<file path="src/rtl/fwgpio_bridge_pkg.sv">
// Shared types and constants for the rv_-to-Wishbone initiator bridge.
package fwgpio_bridge_pkg;

    typedef enum logic [1:0] {
        IDLE = 2'd0,
        BUS  = 2'd1,
        RESP = 2'd2
    } state_t;

    localparam logic [31:0] ERR_DATA_DEFAULT = 32'hDEAD_BEEF;

endpackage

</file>
<file path="src/rtl/fwgpio_bus_timer.sv">
// Bus-cycle watchdog: counts cycles while enabled, flags expiry, and keeps a
// saturating tally of timeouts since reset.
module fwgpio_bus_timer #(
    parameter int TIMEOUT = 255
) (
    input  logic       clock,
    input  logic       reset,
    input  logic       clear,
    input  logic       enable,
    input  logic       count_inc,
    output logic       expire,
    output logic [7:0] timeout_cnt
);

    localparam int TW = (TIMEOUT > 0) ? $clog2(TIMEOUT + 1) : 1;

    generate
        if (TIMEOUT == 0) begin : g_no_timer
            assign expire = 1'b0;
        end else begin : g_timer
            logic [TW-1:0] count;

            always_ff @(posedge clock or negedge reset) begin
                if (!reset) begin
                    count <= '0;
                end else if (clear) begin
                    count <= '0;
                end else if (enable) begin
                    count <= count + TW'(1);
                end
            end

            // Fires on the TIMEOUT-th enabled cycle after a clear.
            assign expire = enable && (count == TW'(TIMEOUT - 1));
        end
    endgenerate

    always_ff @(posedge clock or negedge reset) begin
        if (!reset) begin
            timeout_cnt <= 8'd0;
        end else if (count_inc && (timeout_cnt != 8'hFF)) begin
            timeout_cnt <= timeout_cnt + 8'd1;
        end
    end

endmodule

</file>
<file path="src/rtl/fwgpio_rv2wb_initiator.sv">
// Bridges a held-valid / pulsed-ready request port onto a Wishbone B4
// classic initiator, one transaction outstanding, with a bus timeout.
module fwgpio_rv2wb_initiator
    import fwgpio_bridge_pkg::*;
#(
    parameter int               ADR_W    = 4,
    parameter int               DAT_W    = 32,
    parameter int               TIMEOUT  = 255,
    parameter logic [DAT_W-1:0] ERR_DATA = DAT_W'(ERR_DATA_DEFAULT)
) (
    input  logic               clock,
    input  logic               reset,
    // rv_valid is raised with a request and held until a one-cycle rv_ready;
    // rv_dat_r/rv_err are only meaningful while rv_ready is high.
    input  logic [ADR_W-1:0]   rv_adr,
    input  logic [DAT_W-1:0]   rv_dat_w,
    input  logic               rv_we,
    input  logic               rv_valid,
    output logic               rv_ready,
    output logic [DAT_W-1:0]   rv_dat_r,
    output logic               rv_err,
    output logic [ADR_W-1:0]   wb_adr,
    output logic [DAT_W-1:0]   wb_dat_w,
    input  logic [DAT_W-1:0]   wb_dat_r,
    output logic               wb_cyc,
    output logic               wb_stb,
    output logic               wb_we,
    output logic [DAT_W/8-1:0] wb_sel,
    input  logic               wb_ack,
    input  logic               wb_err,
    output logic [7:0]         timeout_cnt,
    output state_t             state_dbg
);

    state_t state, state_nxt;
    logic   latch_req;
    logic   bus_done;
    logic   hit_timeout;
    logic   tmr_expire;

    always_ff @(posedge clock or negedge reset) begin
        if (!reset) begin
            state <= IDLE;
        end else begin
            state <= state_nxt;
        end
    end

    // Completion priority: ack over err over timeout.
    always_comb begin
        state_nxt   = state;
        latch_req   = 1'b0;
        bus_done    = 1'b0;
        hit_timeout = 1'b0;
        case (state)
            IDLE: begin
                if (rv_valid) begin
                    latch_req = 1'b1;
                    state_nxt = BUS;
                end
            end
            BUS: begin
                if (wb_ack || wb_err || tmr_expire) begin
                    bus_done    = 1'b1;
                    hit_timeout = !wb_ack && !wb_err;
                    state_nxt   = RESP;
                end
            end
            RESP: state_nxt = IDLE;
            default: state_nxt = IDLE;
        endcase
    end

    always_ff @(posedge clock or negedge reset) begin
        if (!reset) begin
            wb_adr   <= '0;
            wb_dat_w <= '0;
            wb_we    <= 1'b0;
            rv_dat_r <= '0;
            rv_err   <= 1'b0;
        end else begin
            if (latch_req) begin
                wb_adr   <= rv_adr;
                wb_dat_w <= rv_dat_w;
                wb_we    <= rv_we;
            end
            if (bus_done) begin
                if (wb_ack) begin
                    rv_dat_r <= wb_we ? '0 : wb_dat_r;
                    rv_err   <= 1'b0;
                end else begin
                    rv_dat_r <= ERR_DATA;
                    rv_err   <= 1'b1;
                end
            end else if (state == RESP) begin
                rv_err <= 1'b0;
            end
        end
    end

    // Decoded straight from the state register so reset drops them at once.
    assign wb_cyc    = (state == BUS);
    assign wb_stb    = (state == BUS);
    assign rv_ready  = (state == RESP);
    assign wb_sel    = '1;
    assign state_dbg = state;

    fwgpio_bus_timer #(
        .TIMEOUT (TIMEOUT)
    ) u_timer (
        .clock       (clock),
        .reset       (reset),
        .clear       (latch_req),
        .enable      (state == BUS),
        .count_inc   (hit_timeout),
        .expire      (tmr_expire),
        .timeout_cnt (timeout_cnt)
    );

endmodule

</file>
<file path="config.mk">
export PLATFORM = sky130hd
export DESIGN_NAME = fwgpio_rv2wb_initiator
export DESIGN_NICKNAME = d
export VERILOG_FILES = /design/src/rtl/fwgpio_bridge_pkg.sv /design/src/rtl/fwgpio_bus_timer.sv /design/src/rtl/fwgpio_rv2wb_initiator.sv
export SDC_FILE = /design/constraint.sdc
export NUM_CORES = 1
export LEC_CHECK = 0
export ABC_AREA = 1
export ABC_CLOCK_PERIOD_IN_PS = 1900
export CAP_MARGIN = 15
export CORE_MARGIN = 2
export CORE_UTILIZATION = 40
export DETAILED_ROUTE_END_ITERATION = 6
export DONT_BUFFER_PORTS = 1
export HOLD_SLACK_MARGIN = 0.12
export MAX_ROUTING_LAYER = met4
export PLACE_DENSITY = 0.52
export SYNTH_ARGS = -nofsm -noshare
export SYNTH_HDL_FRONTEND = slang
export SYNTH_SLANG_ARGS = --single-unit
</file>
<file path="constraint.sdc">
create_clock -name clock -period 1.9 [get_ports clock]
set_input_delay 0.285 -clock clock [delete_from_list [all_inputs] [get_ports clock]]
set_output_delay 0.285 -clock clock [all_outputs]
set_load 0.1 [all_outputs]
</file>
== Word-level counts from Yosys, hierarchy flattened ==
Cells that the tools add are included.
Word-level totals
  register bits: 88
  input port bits: 74
  output and inout port bits: 87
  word-level logic and storage cells: 43
Operators by class
  add/sub/neg operators: 2
  equality and inequality tests: 6
  multiplexer cells: 16
  reduce and logical (&&, ||, !) cells: 11
Operators with widths (count)
  $mux W32: 2
  $add A8 B1 Y8 const B: 2
  $mux W8: 2
  $mux W1: 9
  $eq A8 B8 Y1 const B: 1
  $ne A8 B8 Y1 const B: 1
  $mux W2: 2
  $ne A2 B2 Y1 const B: 2
  $pmux W2 S2: 1
  $reduce_bool A2 Y1: 2
  $logic_and A1 B1 Y1: 3
  $eq A2 B1 Y1 const B: 1
  $eq A2 B2 Y1 const B: 1
  $logic_not A1 Y1: 2
  $logic_not A2 Y1: 1
  $logic_or A1 B1 Y1: 2
  $reduce_and A2 Y1: 1

== Depth between registers and ports, before layout ==
Gate-level depths: netlist of run 1.
  word-level depth: 6
  depth in mapped cells: 10

== Hierarchy ==
From an unflattened synthesis of run 1, not the netlist that was laid out.
Unflattened totals
  cell total of the unflattened synthesis: 510
  area, all modules: 4082.7 µm²
Modules (own cells, without submodules)
  fwgpio_rv2wb_initiator: instances 1, cells an instance 393, area each 3176.8 µm²
  fwgpio_bus_timer: instances 1, cells an instance 117, area each 905.9 µm²

== Worst setup path after synthesis of run 1 ==
No wires, ideal clock.
  path kind: register to register
  from: reg state[1] (netlist: state_dbg[1])
  to: reg rv_err
  setup time: 0.118 ns
  arrival time: 2.650 ns
  data required time: 1.782 ns
  path slack: -0.868 ns
  cell stages (with the launch flop): 6
  path through: dfrtp_1 > inv_1 > nor2_1 > nor2_1 > nand2_2 > nand2_1
On the way
  elaborated cells between the ends (all ways): 8
  classes of those cells: eq/ne (2); mux (3); reduce/logical (3)
RTL lines
  from (decl): RTL line fwgpio_rv2wb_initiator.sv:35  | state_t state, state_nxt;
  from (signal assigned): RTL line fwgpio_rv2wb_initiator.sv:45  | state <= state_nxt;
  $eq A2 B2 Y1
  net rv_ready: RTL line fwgpio_rv2wb_initiator.sv:19  | output logic rv_ready,
  $reduce_bool A2 Y1 (no source line)
  to (signal assigned): RTL line fwgpio_rv2wb_initiator.sv:80  | rv_err <= 1'b0;
  to (signal assigned): RTL line fwgpio_rv2wb_initiator.sv:90  | rv_err <= 1'b0;
  to (signal assigned): RTL line fwgpio_rv2wb_initiator.sv:93  | rv_err <= 1'b1;
  to (decl): RTL line fwgpio_rv2wb_initiator.sv:21  | output logic rv_err,
The timed path passes the listed nets, and every way through them passes these cells.
A chain may end at the register's enable or synchronous reset.

== Worst setup path in the final report of run 1 ==
  from: reg state[1] (netlist: state_dbg[1])
  to: out wb_cyc
On the way
  cells in the longest elaborated chain, start to end: 1
Ends and longest elaborated chain
  $eq A2 B1 Y1: RTL line fwgpio_rv2wb_initiator.sv:102  | assign wb_cyc = (state == BUS);
  to (decl): RTL line fwgpio_rv2wb_initiator.sv:25  | output logic wb_cyc,
Every way passes these cells.

==> metrics.cfg, run 1 <==
[status]
status=finished with violations
violations=hold timing

[logic_synthesis]
async_reset_ff_frac=1.000
ys.flop_type=dfrtp_1
ys_seq_elements=88
yosys_warnings=0
avgSynthCellArea_um2=8.057
yosysTopAreaCell=dfrtp_1
ys_top_cells_by_count=nand2_1 (258), dfrtp_1 (88), nand3_1 (48)
synthesis.instances=510
syn_area_mm2=0.004109
ys_types=29
netlist.area_leader.share=0.5359
synth.area.top_cells=dfrtp_1 (54%), nand2_1 (24%), nand3_1 (5.8%)
yosysMostFrequentCell=nand2_1
synth_edf_count=0
synth.yosys.seq_area_share=0.5359

[global_route]
use_met3=0.04453
grt_use_total=0.1925
grt_pass1_vias=3462
grt_busiest_layer=met2
grt_overflow=0
grt_max_degree=89
grt_util_met2=0.3074
grt_pass1_wl_mm=16.85
antenna_found_initial=0
use_met1=0.2440

[timing]
finalSetupViolCount=0
tns_ns=0
fin_crit_sh=0.9140
slew_viol_final=0
period_minus_slack_ns=1.737
skew_ns=0.01243
worst_pin_slew_ns=0.7288
rsz0062_at_grt=no
fmax_mhz=575.8
whs_ns=-0.3804
timing.final.ws_setup_ns=0.1634
slew_headroom=0.5134
final-hold-violation-count=88

[cts]
clock_path_buffers=2
clkLatencyLatePin_ns=0.35
cts_buffers=9
ctsResizeCount=0
hold_buffers=38
cts_root_buf=clkbuf_8
cts.sinks=88
htree_levels=3
path_clk_slew_ns=0.09
postCtsSetupRepairBufs=0
cts_tree=built

[job]
maxCapViolCount=0

[setup_path]
start_kind=flip-flop
crit_chain=inv_1 > nand2_1 > clkinv_2 > buf_12
cp_slowest_cell=dfrtp_4
cp.required_ns=1.62
crit_path_end_kind=primary output
crit_path_max_fanout=20
path_buf_inv=3
cp.arrival_ns=1.45
crit_family=flip-flops
critical_path_class=flip-flop to primary output
slowest_delay_ns=0.51

[place]
place_ws_ns=0.2792
dpl.hpwl_mm=6.499
postPlaceCellArea_mm2=0.004807
gp_congestion=0.7952
port_buffers=0

[finish]
final_area_mm2=0.005386
drive_gt1_frac=0.2096
register_area_mm2=0.002217
multi_input_area_mm2=0.001647
nNetsFinal=697
fin_util=0.5460
diodes=0
syn_to_final_growth_pct=31.09
num-fill-cells=903

[die]
die_w_um=105.4
die_area_mm2=0.01110
rows=36
core_area_mm2=0.009864
io_pins=161
die_h_um=105.4
start_util=0.4165

[routing]
wirelength_mm=10.31
via_count=3547
wl_per_cell_um=13.60
dr.pass1.iters=4
via_per_inst=4.679
final_antenna_net_count=0
drt_iter0_markers=258
drc=0

[hold_path]
holdCritPathClass=input pin to asynchronous set/reset pin

## final timing paths
kind	from	to	slack (ns)	cells past startpoint
worst max-delay path	state_dbg[1]	wb_cyc	0.16	4
worst min-delay path	reset	u_timer.timeout_cnt[5]	-0.38	0
worst max register to register	u_timer.g_timer.count[0]	rv_dat_r[3]	0.27	9
worst min register to register	rv_dat_r[2]	rv_dat_r[2]	0.48	2
max in group asynchronous	reset	state_dbg[0]	2.09	0
min in group clock	wb_ack	rv_dat_r[13]	0.14	3
## through the flow
step	instances	hold WS, ns
2_1_floorplan	513	-0.01059
3_3_place_gp	704	-0.008434
3_5_place_dp	704	-0.008408
4_1_cts	758	-0.4018
5_1_grt	758	-0.4107
6_report	758	-0.3804
## final cells by class
type	count	share of cell area
Clock inverter	4	0.009988
Clock buffer	12	0.02695
Timing Repair Buffer	125	0.1965
Tap cell	133	0.03089
Sequential cell	88	0.4116
Multi-Input combinational cell	370	0.3057
Inverter	26	0.01835
## flip-flops by register name, indices dropped and copies added (netlist names)
name / flops
rv_dat_r: 32
wb_dat_w: 32
u_timer.g_timer.count: 8
u_timer.timeout_cnt: 8
wb_adr: 4
state_dbg: 2
rv_err: 1
wb_we: 1
## layout by cell type (no fill, tap or decap)
cell type,netlist,routed
a21oi_1,3,3
buf_12,0,2
buf_4,6,85
bufinv_16,0,1
clkbuf_1,10,2
clkbuf_8,0,10
clkinv_1,1,1
clkinv_2,0,1
clkinv_4,0,1
clkinvlp_4,0,2
conb_1,1,4
dfrtp_1,88,80
dfrtp_2,0,6
dfrtp_4,0,2
dlygate4sd3_1,0,38
ha_1,3,3
inv_1,23,23
inv_2,2,1
nand2_1,258,258
nand2_2,10,10
nand2_8,2,2
nand3_1,48,48
nand3_4,1,1
nand3b_1,2,2
nand4_2,1,1
nor2_1,19,18
nor2_2,2,3
nor2_4,1,1
nor2_8,1,1
nor3_1,1,1
nor3b_4,0,1
o211ai_1,1,1
o21ai_0,8,8
o31ai_1,1,1
xor2_1,3,3
## per-layer routing
layer  vias to the layer above  wire (µm)
li1                       1777          -
met3                        12        811
met1                      1637       4499
met4                         0        115
met5                         -          0
met2                       121       4883
## cell families (layout without fill, tap and decap cells)
logic type / count (synthesis) / in the layout / share of synthesized area
flops: 88 / 88 / 0.5359
buf+inv: 55 / 167 / 0.06821
fa+ha+maj: 3 / 3 / 0.009136
simple gates: 347 / 347 / 0.3624
xor+xnor: 3 / 3 / 0.006396
other cells: 1 / 4 / 0.0009126
compound gates: 13 / 13 / 0.01705
Power of run 1 is not shown: default switching activity piles up to over one toggle a cycle in this logic, so the estimate is an artifact.
==> inputs of run 2 (changes only) <==
--- a/config.mk
+++ b/config.mk
@@ -12,7 +12,7 @@
 export CORE_UTILIZATION = 40
 export DETAILED_ROUTE_END_ITERATION = 6
 export DONT_BUFFER_PORTS = 1
-export HOLD_SLACK_MARGIN = 0.12
+export HOLD_SLACK_MARGIN = 0.02
 export MAX_ROUTING_LAYER = met4
 export PLACE_DENSITY = 0.52
 export SYNTH_ARGS = -nofsm -noshare
==> constraint.sdc (replaced) <==
create_clock -name clock -period 1.9 [get_ports clock]
set_input_delay 0.095 -clock clock [delete_from_list [all_inputs] [get_ports clock]]
set_output_delay 0.095 -clock clock [all_outputs]
set_load 0.1 [all_outputs]
==> run 2 against run 1 <==
The flow still finishes with violations (hold timing). Via count up 3.6%. Clock skew down 0.00077 ns. Non-clock buffer count up 34. Routed wire length up 0.22%. Register-to-register slack about the same. Highest routed layer unchanged.
==> metrics.cfg, run 2 (synthesized netlist as in run 1, its figures left out) <==
[setup_path]
critical_path_class=flip-flop to primary output  ; unchanged
crit_path_end_kind=primary output  ; unchanged
start_kind=flip-flop  ; unchanged
path_buf_inv=4  ; was 3
cp.arrival_ns=1.63  ; was 1.45 ns
crit_chain=inv_1 > nand2_1 > clkinv_2 > buf_4 > buf_12  ; was inv_1 > nand2_1 > clkinv_2 > buf_12
crit_path_max_fanout=22  ; was 20
cp_slowest_cell=dfrtp_2  ; was dfrtp_4
cp.required_ns=1.80  ; was 1.62 ns
slowest_delay_ns=0.45  ; was 0.51 ns
crit_family=buffers and inverters  ; was flip-flops

[job]
maxCapViolCount=0  ; unchanged

[routing]
wl_per_cell_um=13.05  ; was 13.60 µm
drc=0  ; unchanged
drt_iter0_markers=238  ; was 258
via_count=3676  ; was 3547
wl_met1_mm=4.646  ; was 4.499 mm
via_per_inst=4.641  ; was 4.679
final_antenna_net_count=0  ; unchanged
top_layer_used=met4  ; unchanged
met2WireLength_mm=4.793  ; was 4.883 mm
wirelength_mm=10.33  ; was 10.31 mm
dr.pass1.iters=6  ; was 4
wl_met3_um=725  ; was 811 µm

[timing]
rsz0062_at_grt=no  ; unchanged
slew_headroom=0.4174  ; was 0.5134
period_minus_slack_ns=1.726  ; was 1.737 ns
final-hold-violation-count=88  ; unchanged
fmax_mhz=579.4  ; was 575.8 MHz
skew_ns=0.01166  ; was 0.01243 ns
finalSetupViolCount=0  ; unchanged
fin_crit_sh=0.9083  ; was 0.9140
whs_ns=-0.5645  ; was -0.3804 ns
worst_pin_slew_ns=0.8711  ; was 0.7288 ns
slew_viol_final=0  ; unchanged
tns_ns=0  ; unchanged

[finish]
final_area_mm2=0.005713  ; was 0.005386 mm²
instances_no_fill=792  ; was 758
final_cell_mix=nand2_1 (258), buf_4 (87), dfrtp_1 (80), dlygate4sd3_1 (70), nand3_1 (48)  ; was nand2_1 (258), buf_4 (85), dfrtp_1 (80), nand3_1 (48), dlygate4sd3_1 (38)
layout_commonest_cell=nand2_1  ; unchanged
diodes=0  ; unchanged
top_regs=rv_dat_r x32, wb_dat_w x32  ; unchanged
nNetsFinal=731  ; was 697
syn_to_final_growth_pct=39.04  ; was 31.09%
drive_gt1_frac=0.2018  ; was 0.2096

[status]
status=finished with violations  ; unchanged
violations=hold timing  ; unchanged

[place]
postPlaceCellArea_mm2=0.004822  ; was 0.004807 mm²
port_buffers=0  ; unchanged
dpl.hpwl_mm=6.386  ; was 6.499 mm
dp_cells=706  ; was 704
gp_congestion=0.8032  ; was 0.7952

[cts]
path_clk_slew_ns=0.09  ; about the same
cts_tree=built  ; unchanged
clock_path_buffers=2  ; unchanged
cts_buffers=9  ; unchanged
hold_buffers=70  ; was 38
ctsResizeCount=0  ; unchanged
postCtsSetupRepairBufs=0  ; unchanged
cts_root_buf=clkbuf_8  ; unchanged
cts.sinks=88  ; unchanged
clkLatencyLatePin_ns=0.35  ; about the same
htree_levels=3  ; unchanged

[die]
die_h_um=105.4  ; unchanged
die_area_mm2=0.01110  ; unchanged
core_area_mm2=0.009864  ; unchanged
io_pins=161  ; unchanged
start_util=0.4165  ; unchanged
rows=36  ; unchanged
die_w_um=105.4  ; unchanged

[global_route]
grt_max_degree=89  ; unchanged
grt_pass1_vias=3572  ; was 3462
grt_use_total=0.1928  ; was 0.1925
antenna_found_initial=0  ; unchanged
grt_pass1_wl_mm=17.01  ; was 16.85 mm
grt_overflow=0  ; unchanged

[hold_path]
holdCritPathClass=input pin to asynchronous set/reset pin  ; unchanged

[run 2: cell types whose count changed in the layout (fill, tap and decap cells not counted)]
cell           previous run  this run
clkbuf_8                 10         9
dfrtp_4                   2         0
clkinv_2                  1         2
buf_4                    85        87
nor2_2                    3         2
nor2_4                    1         2
dfrtp_2                   6         8
dlygate4sd3_1            38        70
[run 2: final timing paths]
path / start / end / slack [ns] / cells past startpoint
worst max register to register: u_timer.g_timer.count[0] / rv_dat_r[24] / 0.27 / 9
worst max-delay path: state_dbg[1] / wb_stb / 0.17 / 5
min in group clock: wb_err / rv_dat_r[10] / 0.09 / 4
worst min register to register: rv_dat_r[11] / rv_dat_r[11] / 0.48 / 2
worst min-delay path: reset / u_timer.timeout_cnt[5] / -0.56 / 0
max in group asynchronous: reset / rv_dat_r[13] / 2.28 / 0
[run 2: final cells by class]
type / instances / area [µm²]
Multi-Input combinational cell: 370 / 1652
Clock inverter: 5 / 58.81
Fill cell: 896 / 4151
Clock buffer: 11 / 131.4
Tap cell: 133 / 166.4
Sequential cell: 88 / 2212
Timing Repair Buffer: 159 / 1394
Inverter: 26 / 98.84
[run 2: through the flow]
step | util | worst slack [ns] | hold slack (ns)
3_3_place_gp | 0.4888 | 0.3192 | -0.1984
2_1_floorplan | - | 0.01715 | -0.2006
5_1_grt | 0.5791 | 0.08767 | -0.5912
3_5_place_dp | 0.4888 | 0.2843 | -0.1984
4_1_cts | 0.5791 | 0.1442 | -0.5936
6_report | 0.5791 | 0.1742 | -0.5645
[run 2: routing by layer]
metal / vias to the layer above / track usage
met5: - / -
met4: 0 / 0.06857
met3: 14 / 0.03649
met2: 143 / 0.2982
met1: 1672 / 0.2543
li1: 1847 / -
Power of run 2 is left out for the same reason.
